File: src/rtl/av_sprite_fetch_arbiter_if.sv
// Bus bundle between the string renderers, the sprite-ROM bank and the fetch arbiter.
// The arbiter uses the slave view; the renderers/bank side uses the master view.
interface av_sprite_fetch_arbiter_if #(
    parameter int NUM_CH      = 6,
    parameter int ADDR_W      = 10,
    parameter int PIX_W       = 13,
    parameter int NUM_SPRITES = 16,
    parameter int SEL_W       = 5
);
    logic [NUM_CH-1:0]            req;
    logic [NUM_CH*ADDR_W-1:0]     req_addr;
    logic [NUM_CH*SEL_W-1:0]      req_sel;
    logic [NUM_CH-1:0]            gnt;
    logic                         mem_en;
    logic [ADDR_W-1:0]            mem_addr;
    logic [NUM_SPRITES*PIX_W-1:0] mem_rdata;
    logic [PIX_W-1:0]             rd_data;
    logic [NUM_CH-1:0]            rd_valid;

    modport slave (
        input  req, req_addr, req_sel, mem_rdata,
        output gnt, mem_en, mem_addr, rd_data, rd_valid
    );

    modport master (
        output req, req_addr, req_sel, mem_rdata,
        input  gnt, mem_en, mem_addr, rd_data, rd_valid
    );
endinterface

File: src/rtl/av_sprite_fetch_arbiter.sv
// Shares one sprite-ROM bank among NUM_CH string renderers: aging/priority/round-robin
// grant, pipelined bank address and a fixed-latency, one-hot tagged pixel return.
module av_sprite_fetch_arbiter #(
    parameter int NUM_CH      = 6,
    parameter int ADDR_W      = 10,
    parameter int PIX_W       = 13,
    parameter int NUM_SPRITES = 16,
    parameter int SEL_W       = 5,
    parameter int MEM_LAT     = 1,
    parameter int MAX_WAIT    = 8
) (
    input logic clk65,
    input logic reset,
    input logic arb_mode,
    av_sprite_fetch_arbiter_if.slave bus
);

    localparam int PTR_W = (NUM_CH > 1) ? $clog2(NUM_CH) : 1;
    localparam int CNT_W = $clog2(MAX_WAIT + 1);
    localparam int DEPTH = MEM_LAT + 1;

    logic [PTR_W-1:0]  rr_ptr;
    logic [CNT_W-1:0]  wait_cnt [NUM_CH];
    logic [NUM_CH-1:0] tag_pipe [DEPTH];
    logic [SEL_W-1:0]  sel_pipe [DEPTH];

    logic [NUM_CH-1:0] gnt_c;
    logic [NUM_CH-1:0] req_rot;
    logic [PTR_W:0]    rr_sum;
    logic [PTR_W-1:0]  winner;
    logic [PTR_W-1:0]  next_ptr;
    logic              found;
    logic              transfer;
    logic [ADDR_W-1:0] win_addr;
    logic [SEL_W-1:0]  win_sel;
    logic [PIX_W-1:0]  sel_word;

    // Winner pick: aged channel first, then fixed priority or round-robin from rr_ptr.
    always_comb begin
        gnt_c   = '0;
        winner  = '0;
        found   = 1'b0;
        rr_sum  = '0;
        req_rot = NUM_CH'({bus.req, bus.req} >> rr_ptr);
        for (int i = 0; i < NUM_CH; i++) begin
            if (!found && bus.req[i] && wait_cnt[i] == CNT_W'(MAX_WAIT)) begin
                found  = 1'b1;
                winner = PTR_W'(i);
            end
        end
        if (!found && arb_mode) begin
            for (int i = 0; i < NUM_CH; i++) begin
                if (!found && bus.req[i]) begin
                    found  = 1'b1;
                    winner = PTR_W'(i);
                end
            end
        end
        if (!found && !arb_mode) begin
            for (int i = 0; i < NUM_CH; i++) begin
                if (!found && req_rot[i]) begin
                    found  = 1'b1;
                    rr_sum = {1'b0, rr_ptr} + (PTR_W+1)'(i);
                    if (rr_sum >= (PTR_W+1)'(NUM_CH))
                        rr_sum = rr_sum - (PTR_W+1)'(NUM_CH);
                    winner = rr_sum[PTR_W-1:0];
                end
            end
        end
        if (found && !reset)
            gnt_c[winner] = 1'b1;
    end

    assign bus.gnt  = gnt_c;
    assign transfer = |gnt_c;
    assign next_ptr = (winner == PTR_W'(NUM_CH - 1)) ? '0 : winner + PTR_W'(1);

    always_comb begin
        win_addr = '0;
        win_sel  = '0;
        for (int i = 0; i < NUM_CH; i++) begin
            if (gnt_c[i]) begin
                win_addr = bus.req_addr[i*ADDR_W +: ADDR_W];
                win_sel  = bus.req_sel[i*SEL_W +: SEL_W];
            end
        end
    end

    // Out-of-range selects fall through to zero.
    always_comb begin
        sel_word = '0;
        for (int s = 0; s < NUM_SPRITES; s++) begin
            if (sel_pipe[DEPTH-1] == SEL_W'(s))
                sel_word = bus.mem_rdata[s*PIX_W +: PIX_W];
        end
    end

    always_ff @(posedge clk65) begin
        if (reset) begin
            rr_ptr <= '0;
            for (int i = 0; i < NUM_CH; i++)
                wait_cnt[i] <= '0;
        end else begin
            if (transfer)
                rr_ptr <= next_ptr;
            for (int i = 0; i < NUM_CH; i++) begin
                if (!bus.req[i] || gnt_c[i])
                    wait_cnt[i] <= '0;
                else if (wait_cnt[i] != CNT_W'(MAX_WAIT))
                    wait_cnt[i] <= wait_cnt[i] + CNT_W'(1);
            end
        end
    end

    // Tag/select pipe lines up with the bank latency so returns stay in grant order.
    always_ff @(posedge clk65) begin
        if (reset) begin
            bus.mem_en   <= 1'b0;
            bus.mem_addr <= '0;
            bus.rd_data  <= '0;
            bus.rd_valid <= '0;
            for (int d = 0; d < DEPTH; d++) begin
                tag_pipe[d] <= '0;
                sel_pipe[d] <= '0;
            end
        end else begin
            bus.mem_en <= transfer;
            if (transfer)
                bus.mem_addr <= win_addr;
            tag_pipe[0] <= gnt_c;
            sel_pipe[0] <= win_sel;
            for (int d = 1; d < DEPTH; d++) begin
                tag_pipe[d] <= tag_pipe[d-1];
                sel_pipe[d] <= sel_pipe[d-1];
            end
            bus.rd_valid <= tag_pipe[DEPTH-1];
            if (|tag_pipe[DEPTH-1])
                bus.rd_data <= sel_word;
        end
    end

endmodule

File: src/flat_wrapper.sv
// flat-port wrapper written by rule: the top's interface ports become plain ports
module av_sprite_fetch_arbiter_flat 
#(
    parameter int NUM_CH      = 6,
    parameter int ADDR_W      = 10,
    parameter int PIX_W       = 13,
    parameter int NUM_SPRITES = 16,
    parameter int SEL_W       = 5,
    parameter int MEM_LAT     = 1,
    parameter int MAX_WAIT    = 8
)
  (clk65, reset, arb_mode, bus_req, bus_req_addr, bus_req_sel, bus_mem_rdata, bus_gnt, bus_mem_en, bus_mem_addr, bus_rd_data, bus_rd_valid);
  av_sprite_fetch_arbiter_if #(.NUM_CH(NUM_CH), .ADDR_W(ADDR_W), .PIX_W(PIX_W), .NUM_SPRITES(NUM_SPRITES), .SEL_W(SEL_W)) bus_i ();
  input logic clk65;
  input logic reset;
  input logic arb_mode;
  input wire logic [$bits(bus_i.req)-1:0] bus_req;
  input wire logic [$bits(bus_i.req_addr)-1:0] bus_req_addr;
  input wire logic [$bits(bus_i.req_sel)-1:0] bus_req_sel;
  input wire logic [$bits(bus_i.mem_rdata)-1:0] bus_mem_rdata;
  output wire logic [$bits(bus_i.gnt)-1:0] bus_gnt;
  output wire logic [$bits(bus_i.mem_en)-1:0] bus_mem_en;
  output wire logic [$bits(bus_i.mem_addr)-1:0] bus_mem_addr;
  output wire logic [$bits(bus_i.rd_data)-1:0] bus_rd_data;
  output wire logic [$bits(bus_i.rd_valid)-1:0] bus_rd_valid;
  assign bus_i.req = bus_req;
  assign bus_i.req_addr = bus_req_addr;
  assign bus_i.req_sel = bus_req_sel;
  assign bus_i.mem_rdata = bus_mem_rdata;
  assign bus_gnt = bus_i.gnt;
  assign bus_mem_en = bus_i.mem_en;
  assign bus_mem_addr = bus_i.mem_addr;
  assign bus_rd_data = bus_i.rd_data;
  assign bus_rd_valid = bus_i.rd_valid;
  av_sprite_fetch_arbiter #(.NUM_CH(NUM_CH), .ADDR_W(ADDR_W), .PIX_W(PIX_W), .NUM_SPRITES(NUM_SPRITES), .SEL_W(SEL_W), .MEM_LAT(MEM_LAT), .MAX_WAIT(MAX_WAIT)) u_core (.clk65(clk65), .reset(reset), .arb_mode(arb_mode), .bus(bus_i));
endmodule
File: config.mk
export PLATFORM = sky130hd
export DESIGN_NAME = av_sprite_fetch_arbiter_flat
export DESIGN_NICKNAME = d
export VERILOG_FILES = /design/src/rtl/av_sprite_fetch_arbiter_if.sv /design/src/rtl/av_sprite_fetch_arbiter.sv /design/src/flat_wrapper.sv
export SDC_FILE = /design/constraint.sdc
export NUM_CORES = 1
export LEC_CHECK = 0
export BUFFER_PORTS_ARGS = -buffer_cell sky130_fd_sc_hd__buf_2
export CAP_MARGIN = 20
export CORE_ASPECT_RATIO = 1.5
export CORE_MARGIN = 5
export CORE_UTILIZATION = 30
export CTS_CLUSTER_DIAMETER = 100
export DETAILED_ROUTE_END_ITERATION = 8
export GPL_TIMING_DRIVEN = 0
export SLEW_MARGIN = 25
export SYNTH_ARGS = -nofsm -noshare
export SYNTH_HDL_FRONTEND = slang
export SYNTH_SLANG_ARGS = --single-unit
File: constraint.sdc
create_clock -name clk65 -period 3.7 [get_ports clk65]
set_clock_uncertainty 0.05 [all_clocks]
set_input_delay 0.74 -clock clk65 [delete_from_list [all_inputs] [get_ports clk65]]
set_output_delay 0.74 -clock clk65 [all_outputs]
set_load 0.05 [all_outputs]
-- After elaboration in Yosys (flattened, before gate mapping)
Memories as Yosys holds them, arrays and structs flattened.
Cells that the tools add are included.
- register bits after elaboration: 33
- bits in writable memories: 46
- logic and storage cells: 288
- memories kept: 3
- memory list (memory ; depth ; bits a word ; rd ports ; clocked after memory_dff ; write ports ; RTL line ; text):
    u_core.wait_cnt ; 6 ; 4 ; 6 ; 0 ; 6 ; av_sprite_fetch_arbiter.sv:23 ; logic [CNT_W-1:0] wait_cnt [NUM_CH];
    u_core.tag_pipe ; 2 ; 6 ; 2 ; 0 ; 2 ; av_sprite_fetch_arbiter.sv:24 ; logic [NUM_CH-1:0] tag_pipe [DEPTH];
    u_core.sel_pipe ; 2 ; 5 ; 2 ; 0 ; 2 ; av_sprite_fetch_arbiter.sv:25 ; logic [SEL_W-1:0] sel_pipe [DEPTH];
- add/sub/neg operators: 18
- order comparisons: 8
- eq/ne operators: 28
- shift-type cells: 1
- muxes and demuxes: 148
- bitwise logic cells: 16
- reductions and logical operators: 61
- operator list (operator ; number):
    13-bit two-way mux ; 16
    1-bit two-way mux ; 77
    3-bit two-way mux ; 25
    10-bit two-way mux ; 6
    4-bit two-way mux ; 12
    5-bit by 4-bit equality test with 1-bit output (second input constant) ; 8
    5-bit two-way mux ; 8
    1-bit logical AND ; 27
    1-bit zero test ; 25
    4-bit by 1-bit adder with 4-bit output (second input constant) ; 6
    4-bit equality test (second input constant) ; 6
    4-bit != test (second input constant) ; 6
    5-bit by 3-bit equality test with 1-bit output (second input constant) ; 4
    4-bit by 3-bit greater-or-equal comparator with 1-bit output (second input constant) ; 5
    6-bit two-way mux ; 3
    3-bit subtractor (second input constant) ; 6
    1-bit OR ; 16
    6-bit OR reduction ; 2
    12-bit by 3-bit right shift with 6-bit output ; 1
    5-bit by 2-bit equality test with 1-bit output (second input constant) ; 2
    3-bit by 2-bit adder with 4-bit output (second input constant) ; 2
    3-bit by 3-bit adder with 4-bit output (second input constant) ; 2
    1-bit logical OR ; 6
    5-bit by 1-bit equality test with 1-bit output (second input constant) ; 1
    8 further kinds ; 8

-- Depth between registers and ports, before layout
An unclocked memory read counts as a cell.
- word-level depth: 84
- gate-level depth with buffers: 16

-- Worst setup path before layout
No wires, ideal clock.
- path type: input -> output
- start point: input port bus_req[5]
- end point: output port bus_gnt[1]
- data arrival time: 3739 ps
- slack: -829 ps
- stages on the path: 8
- path buffers: 1
- cell sequence: buf_2 -> mux2_1 -> mux4_2 -> a21bo_1 -> o21bai_1 -> a2111oi_4 -> o21ai_0 -> nor3_1
- cells in the longest elaborated chain, start to end: 56
- ends and longest elaborated chain (what ; RTL line ; text):
    start, declared ; flat_wrapper.sv:17 ; input wire logic [$bits(bus_i.req)-1:0] bus_req;
    1-bit logical AND (2 in a row) ; av_sprite_fetch_arbiter.sv:46 ; if (!found && bus.req[i] && wait_cnt[i] == CNT_W'(MAX_WAIT)) begin
    1-bit two-way mux ; av_sprite_fetch_arbiter.sv:46 ;
    1-bit zero test ; av_sprite_fetch_arbiter.sv:51, av_sprite_fetch_arbiter.sv:53 ;
    1-bit logical AND ; av_sprite_fetch_arbiter.sv:53 ; if (!found && bus.req[i]) begin
    1-bit two-way mux ; av_sprite_fetch_arbiter.sv:53 ;
    1-bit two-way mux ; av_sprite_fetch_arbiter.sv:51 ; if (!found && arb_mode) begin
    1-bit zero test ; av_sprite_fetch_arbiter.sv:53 ;
    1-bit logical AND ; av_sprite_fetch_arbiter.sv:53 ;
    (+39 left out) ; -- ;
    1-bit logical AND ; av_sprite_fetch_arbiter.sv:61 ; if (!found && req_rot[i]) begin
    3-bit two-way mux ; av_sprite_fetch_arbiter.sv:61 ;
    3-bit two-way mux ; av_sprite_fetch_arbiter.sv:59 ; if (!found && !arb_mode) begin
    3-bit by 4-bit < comparator with 1-bit output (implied by the code) or 3-bit by 1-bit greater-or-equal comparator with 1-bit output (tied branches) ; av_sprite_fetch_arbiter.sv:71 ; gnt_c[winner] = 1'b1;
    1-bit logical AND (implied by the code) ; av_sprite_fetch_arbiter.sv:71 ;
    1-bit two-way mux (implied by the code) ; av_sprite_fetch_arbiter.sv:71 ;
    1-bit demux with 3-bit select ; -- ;
    6-bit two-way mux (*) ; av_sprite_fetch_arbiter.sv:70 ; if (found && !reset)
    end, declared ; flat_wrapper.sv:21 ; output wire logic [$bits(bus_i.gnt)-1:0] bus_gnt;
Every way passes the cells marked *; elsewhere a longest branch is shown, timed or not. The select of a mux whose other input is x is not followed.

-- Final worst setup path
- start point: input port bus_req[3]
- end point: output port bus_gnt[2]
- cells in the longest elaborated chain, start to end: 64
- ends and longest elaborated chain (what ; RTL line):
    1-bit logical AND (2 in a row) ; av_sprite_fetch_arbiter.sv:46
    1-bit two-way mux ; av_sprite_fetch_arbiter.sv:46
    1-bit zero test ; av_sprite_fetch_arbiter.sv:46
    1-bit logical AND (2 in a row) ; av_sprite_fetch_arbiter.sv:46
    1-bit two-way mux ; av_sprite_fetch_arbiter.sv:46
    1-bit zero test ; av_sprite_fetch_arbiter.sv:46
    1-bit logical AND (2 in a row) ; av_sprite_fetch_arbiter.sv:46
    1-bit two-way mux ; av_sprite_fetch_arbiter.sv:46
    (+45 left out) ; --
    1-bit logical AND ; av_sprite_fetch_arbiter.sv:61
    3-bit two-way mux ; av_sprite_fetch_arbiter.sv:61
    3-bit two-way mux ; av_sprite_fetch_arbiter.sv:59
    3-bit by 4-bit < comparator with 1-bit output (implied by the code) or 3-bit by 1-bit greater-or-equal comparator with 1-bit output (tied branches) ; av_sprite_fetch_arbiter.sv:71
    1-bit logical AND (implied by the code) ; av_sprite_fetch_arbiter.sv:71
    1-bit two-way mux (implied by the code) ; av_sprite_fetch_arbiter.sv:71
    1-bit demux with 3-bit select ; --
    6-bit two-way mux (*) ; av_sprite_fetch_arbiter.sv:70
Marked as above.

==> flow_metrics.env <==
export IMPL_drt_initial_drc_count=367
export IMPL_cp_top_family="compound AO/OA/AOI/OAI gates"
export IMPL_wl_met1_um=9990
export IMPL_grt_util_all_layers_pct=22.5
export IMPL_grt_antenna_before_repair=1
export IMPL_num_rows=67
export IMPL_cts_max_level=3
export IMPL_wl_met2_um=16300
export IMPL_syn_to_final_growth_pct=45.5
export IMPL_crit_required_ps=2910
export IMPL_total_power_mw=4.73
export IMPL_finalSetupViolations=6
export IMPL_insertion_delay_ps=340
export IMPL_arrival_ps=3360
export IMPL_r2r_start="u_core.rr_ptr[0]"
export IMPL_routabilityCongestion=0.936
export IMPL_yosysUniqueCellTypes=85
export IMPL_root_buffer="clkbuf_16"
export IMPL_drv_cap=0
export IMPL_clock_sinks=79
export IMPL_die_area_um2=25600
export IMPL_dpl_cell_area_um2=8910
export IMPL_reg2reg_slack_ps=70
export IMPL_hold_start="u_core.tag_pipe[0][4]"
export IMPL_yosys_warnings=0
export IMPL_clkTransAtPathRegs_ps=70
export IMPL_irDropWorstVdd_uv=360
export IMPL_grt_pass1_wl_um=45400
export IMPL_cts_buffers=9
export IMPL_rsz0062_at_grt="true"
export IMPL_slew_violations=0
export IMPL_grt_pass1_vias=8055
export IMPL_ioPinCount=343
export IMPL_fin_crit_ps=4150
export IMPL_relSlewSlack_pct=27.0
export IMPL_cts_tree="done"
export IMPL_dp_cells=1398
export IMPL_synth_seq_cells=79
export IMPL_synth_area_leaders="dfxtp_1 16%, edfxtp_1 11%, mux2i_1 8.8%"
export IMPL_cts_hold_buf=0
export IMPL_worstMarginPinSlew_ps=1090
export IMPL_holdPathStages=1
export IMPL_path_class="input port to output pin"
export IMPL_end_kind="output pin"
export IMPL_worst_path_buf_inv=5
export IMPL_synth_top_area_cell="dfxtp_1"
export IMPL_synth_flop_cell="dfxtp_1"
export IMPL_fin_ws_ps=-447
export IMPL_synthArstFlopShare_pct=0
export IMPL_grt_overflow=0
export IMPL_r2r_end="u_core.wait_cnt[0][9]"
export IMPL_drtAntennaViolNets=0
export IMPL_postLayoutCoreUtil_pct=44.1
export IMPL_power_density_nw_per_um2=483
export IMPL_hold_violations=0
export IMPL_timing_critical_path_mode_cell="buf_8"
export IMPL_violations="setup timing"
export IMPL_drcViolationCount=0
export IMPL_min_path_type="flop to flop"
export IMPL_die_h_um=194
export IMPL_portBuffers=340
export IMPL_firstDrtPassIters=5
export IMPL_crit_chain="buf_8 -> buf_8 -> mux2_4 -> mux4_2 -> a21bo_1 -> o21bai_4 -> a2111oi_4 -> or2_4 -> buf_6 -> and2_4 -> nand2_8 -> inv_8 -> buf_12"
export IMPL_grt_max_degree=17
export IMPL_final_area_um2=9800
export IMPL_synth_edff_count=24
export IMPL_ys_seq_area_share_pct=27.0
export IMPL_clockBufferDepth=2
export IMPL_vias_per_cell=5.45
export IMPL_fillCellCount=2259
export IMPL_timing_final_crit_share_pct=112
export IMPL_instances_no_fill=1453
export IMPL_dr_total_vias=7912
export IMPL_hold_end="u_core.tag_pipe[0][10]"
export IMPL_seqCellArea_um2=1830
export IMPL_critPathMaxStageDelay_ps=530
export IMPL_power_leakage_nw=4.31
export IMPL_drive_above_1_share_pct=44.0
export IMPL_fmax_mhz=241
export IMPL_fin_hold_ws_ps=387
export IMPL_status="finished with violations"
export IMPL_initial_utilization_pct=30.3
export IMPL_synth_cells=779
export IMPL_nets=1499
export IMPL_syn_area_um2=6740
export IMPL_crit_fanout=7
export IMPL_wl_met3_um=2460
export IMPL_synth_top_area_share_pct=16.3
export IMPL_place_hpwl_um=25300
export IMPL_critical_path_slowest_cell="mux4_2"
export IMPL_routed_top_layer="met4"
export IMPL_coreArea_um2=22200
export IMPL_post_drt_wl_per_cell_um=21.0
export IMPL_syn_area_per_cell_um2=8.65
export IMPL_start_kind="input port"
export IMPL_fp_dieW_um=132
export IMPL_rr_worst_depth=15
export IMPL_routed_wl_um=30500
export IMPL_multi_input_area_um2=4780
## synth_stat cells, drive strengths merged, types with 6 or more instances
cell	instances
nor2	97
a21oi	63
mux2i	60
dfxtp	55
o21ai	35
mux2	34
nand2	31
clkbuf	29
inv	28
buf	26
edfxtp	24
ha	21
nor2b	20
a221oi	15
nand3	15
nor3	15
a22oi	12
xnor2	11
a211oi	10
a221o	10
a222oi	10
o21a	10
mux4	9
nor4	9
o22ai	9
or3	9
a22o	8
xor2	7
nand4b	6
## per-layer routing
metal	track usage [%]	vias to the layer above
met5	0	-
met2	43.2	432
met3	5.51	89
li1	-	3758
met1	21.6	3633
met4	11.5	0
## sequential cells by signal, indices dropped and copies added (netlist names)
| name | cells |
|---|---|
| u_core.rr_ptr | 3 |
| u_core.bus.rd_valid | 6 |
| u_core.bus.mem_en | 1 |
| u_core.tag_pipe | 12 |
| u_core.bus.rd_data | 13 |
| u_core.wait_cnt | 24 |
| u_core.sel_pipe | 10 |
| u_core.bus.mem_addr | 10 |
## worst max-delay path by stage
stage                           startpoint          to  slack [ps]  cells past startpoint
final                           bus_req[3]  bus_gnt[2]        -450                     13
after global routing            bus_req[3]  bus_gnt[2]        -540                     13
after CTS                       bus_req[3]  bus_gnt[0]        -420                     11
after detailed placement  u_core.rr_ptr[1]  bus_gnt[0]        -910                     13
after global placement    u_core.rr_ptr[1]  bus_gnt[0]        -890                     13
after floorplan                 bus_req[1]  bus_gnt[5]        -340                      9
## power breakdown
| part | switching [mW] | internal (mW) | total, mW |
|---|---|---|---|
| logic | 1.59 | 1.11 | 2.70 |
| registers | 0.0840 | 1.04 | 1.12 |
| clock network | 0.396 | 0.511 | 0.907 |
| total | 2.07 | 2.66 | 4.73 |
## cell type report
cell class | count | area share, %
multi-input combinational | 619 | 48.7
timing repair buffer | 379 | 21.1
sequential | 79 | 18.7
buffer | 54 | 3.59
tap | 276 | 3.52
clock buffer | 10 | 2.55
inverter | 29 | 1.23
clock inverter | 6 | 0.574
antenna | 1 | 0.0255
## logic make-up (layout without fill, tap and decap cells)
logic type / after synthesis / after routing / share of synthesized area [%]
AOI/OAI and AO/OA: 228 / 228 / 24.1
DFF: 79 / 79 / 27.0
other: 1 / 5 / 0.0557
adders and majority gates: 21 / 21 / 3.90
buffers and inverters: 84 / 478 / 5.53
and+or+nand+nor: 245 / 245 / 19.2
muxes: 103 / 103 / 17.8
xor gates and xnor gates: 18 / 18 / 2.34
## layout by cell type, fill, tap and decap left out, drive strengths merged, types with 24 or more instances in the layout
| master | count |
|---|---|
| mux2i | 60 |
| dfxtp | 55 |
| inv | 31 |
| mux2 | 34 |
| edfxtp | 24 |
| o21ai | 35 |
| buf | 405 |
| clkbuf | 38 |
| nand2 | 31 |
| nor2 | 97 |
| a21oi | 63 |
## per-stage QoR
| step | worst slack, ps | TNS, ps |
|---|---|---|
| 6_report | -447 | -2320 |
| 3_5_place_dp | -908 | -23260 |
| 5_1_grt | -544 | -3190 |
| 3_3_place_gp | -893 | -21990 |
| 4_1_cts | -416 | -2170 |
| 2_1_floorplan | -341 | -5230 |
## repair_timing
item                                    4_1_cts  5_1_grt
endpoints found under the setup margin       69       36
buffers inserted                             30       10
pin swaps                                    15       18
resized for setup                            52       25
cloned                                        0        0
Note: power is estimated with default switching activity, not from simulation.
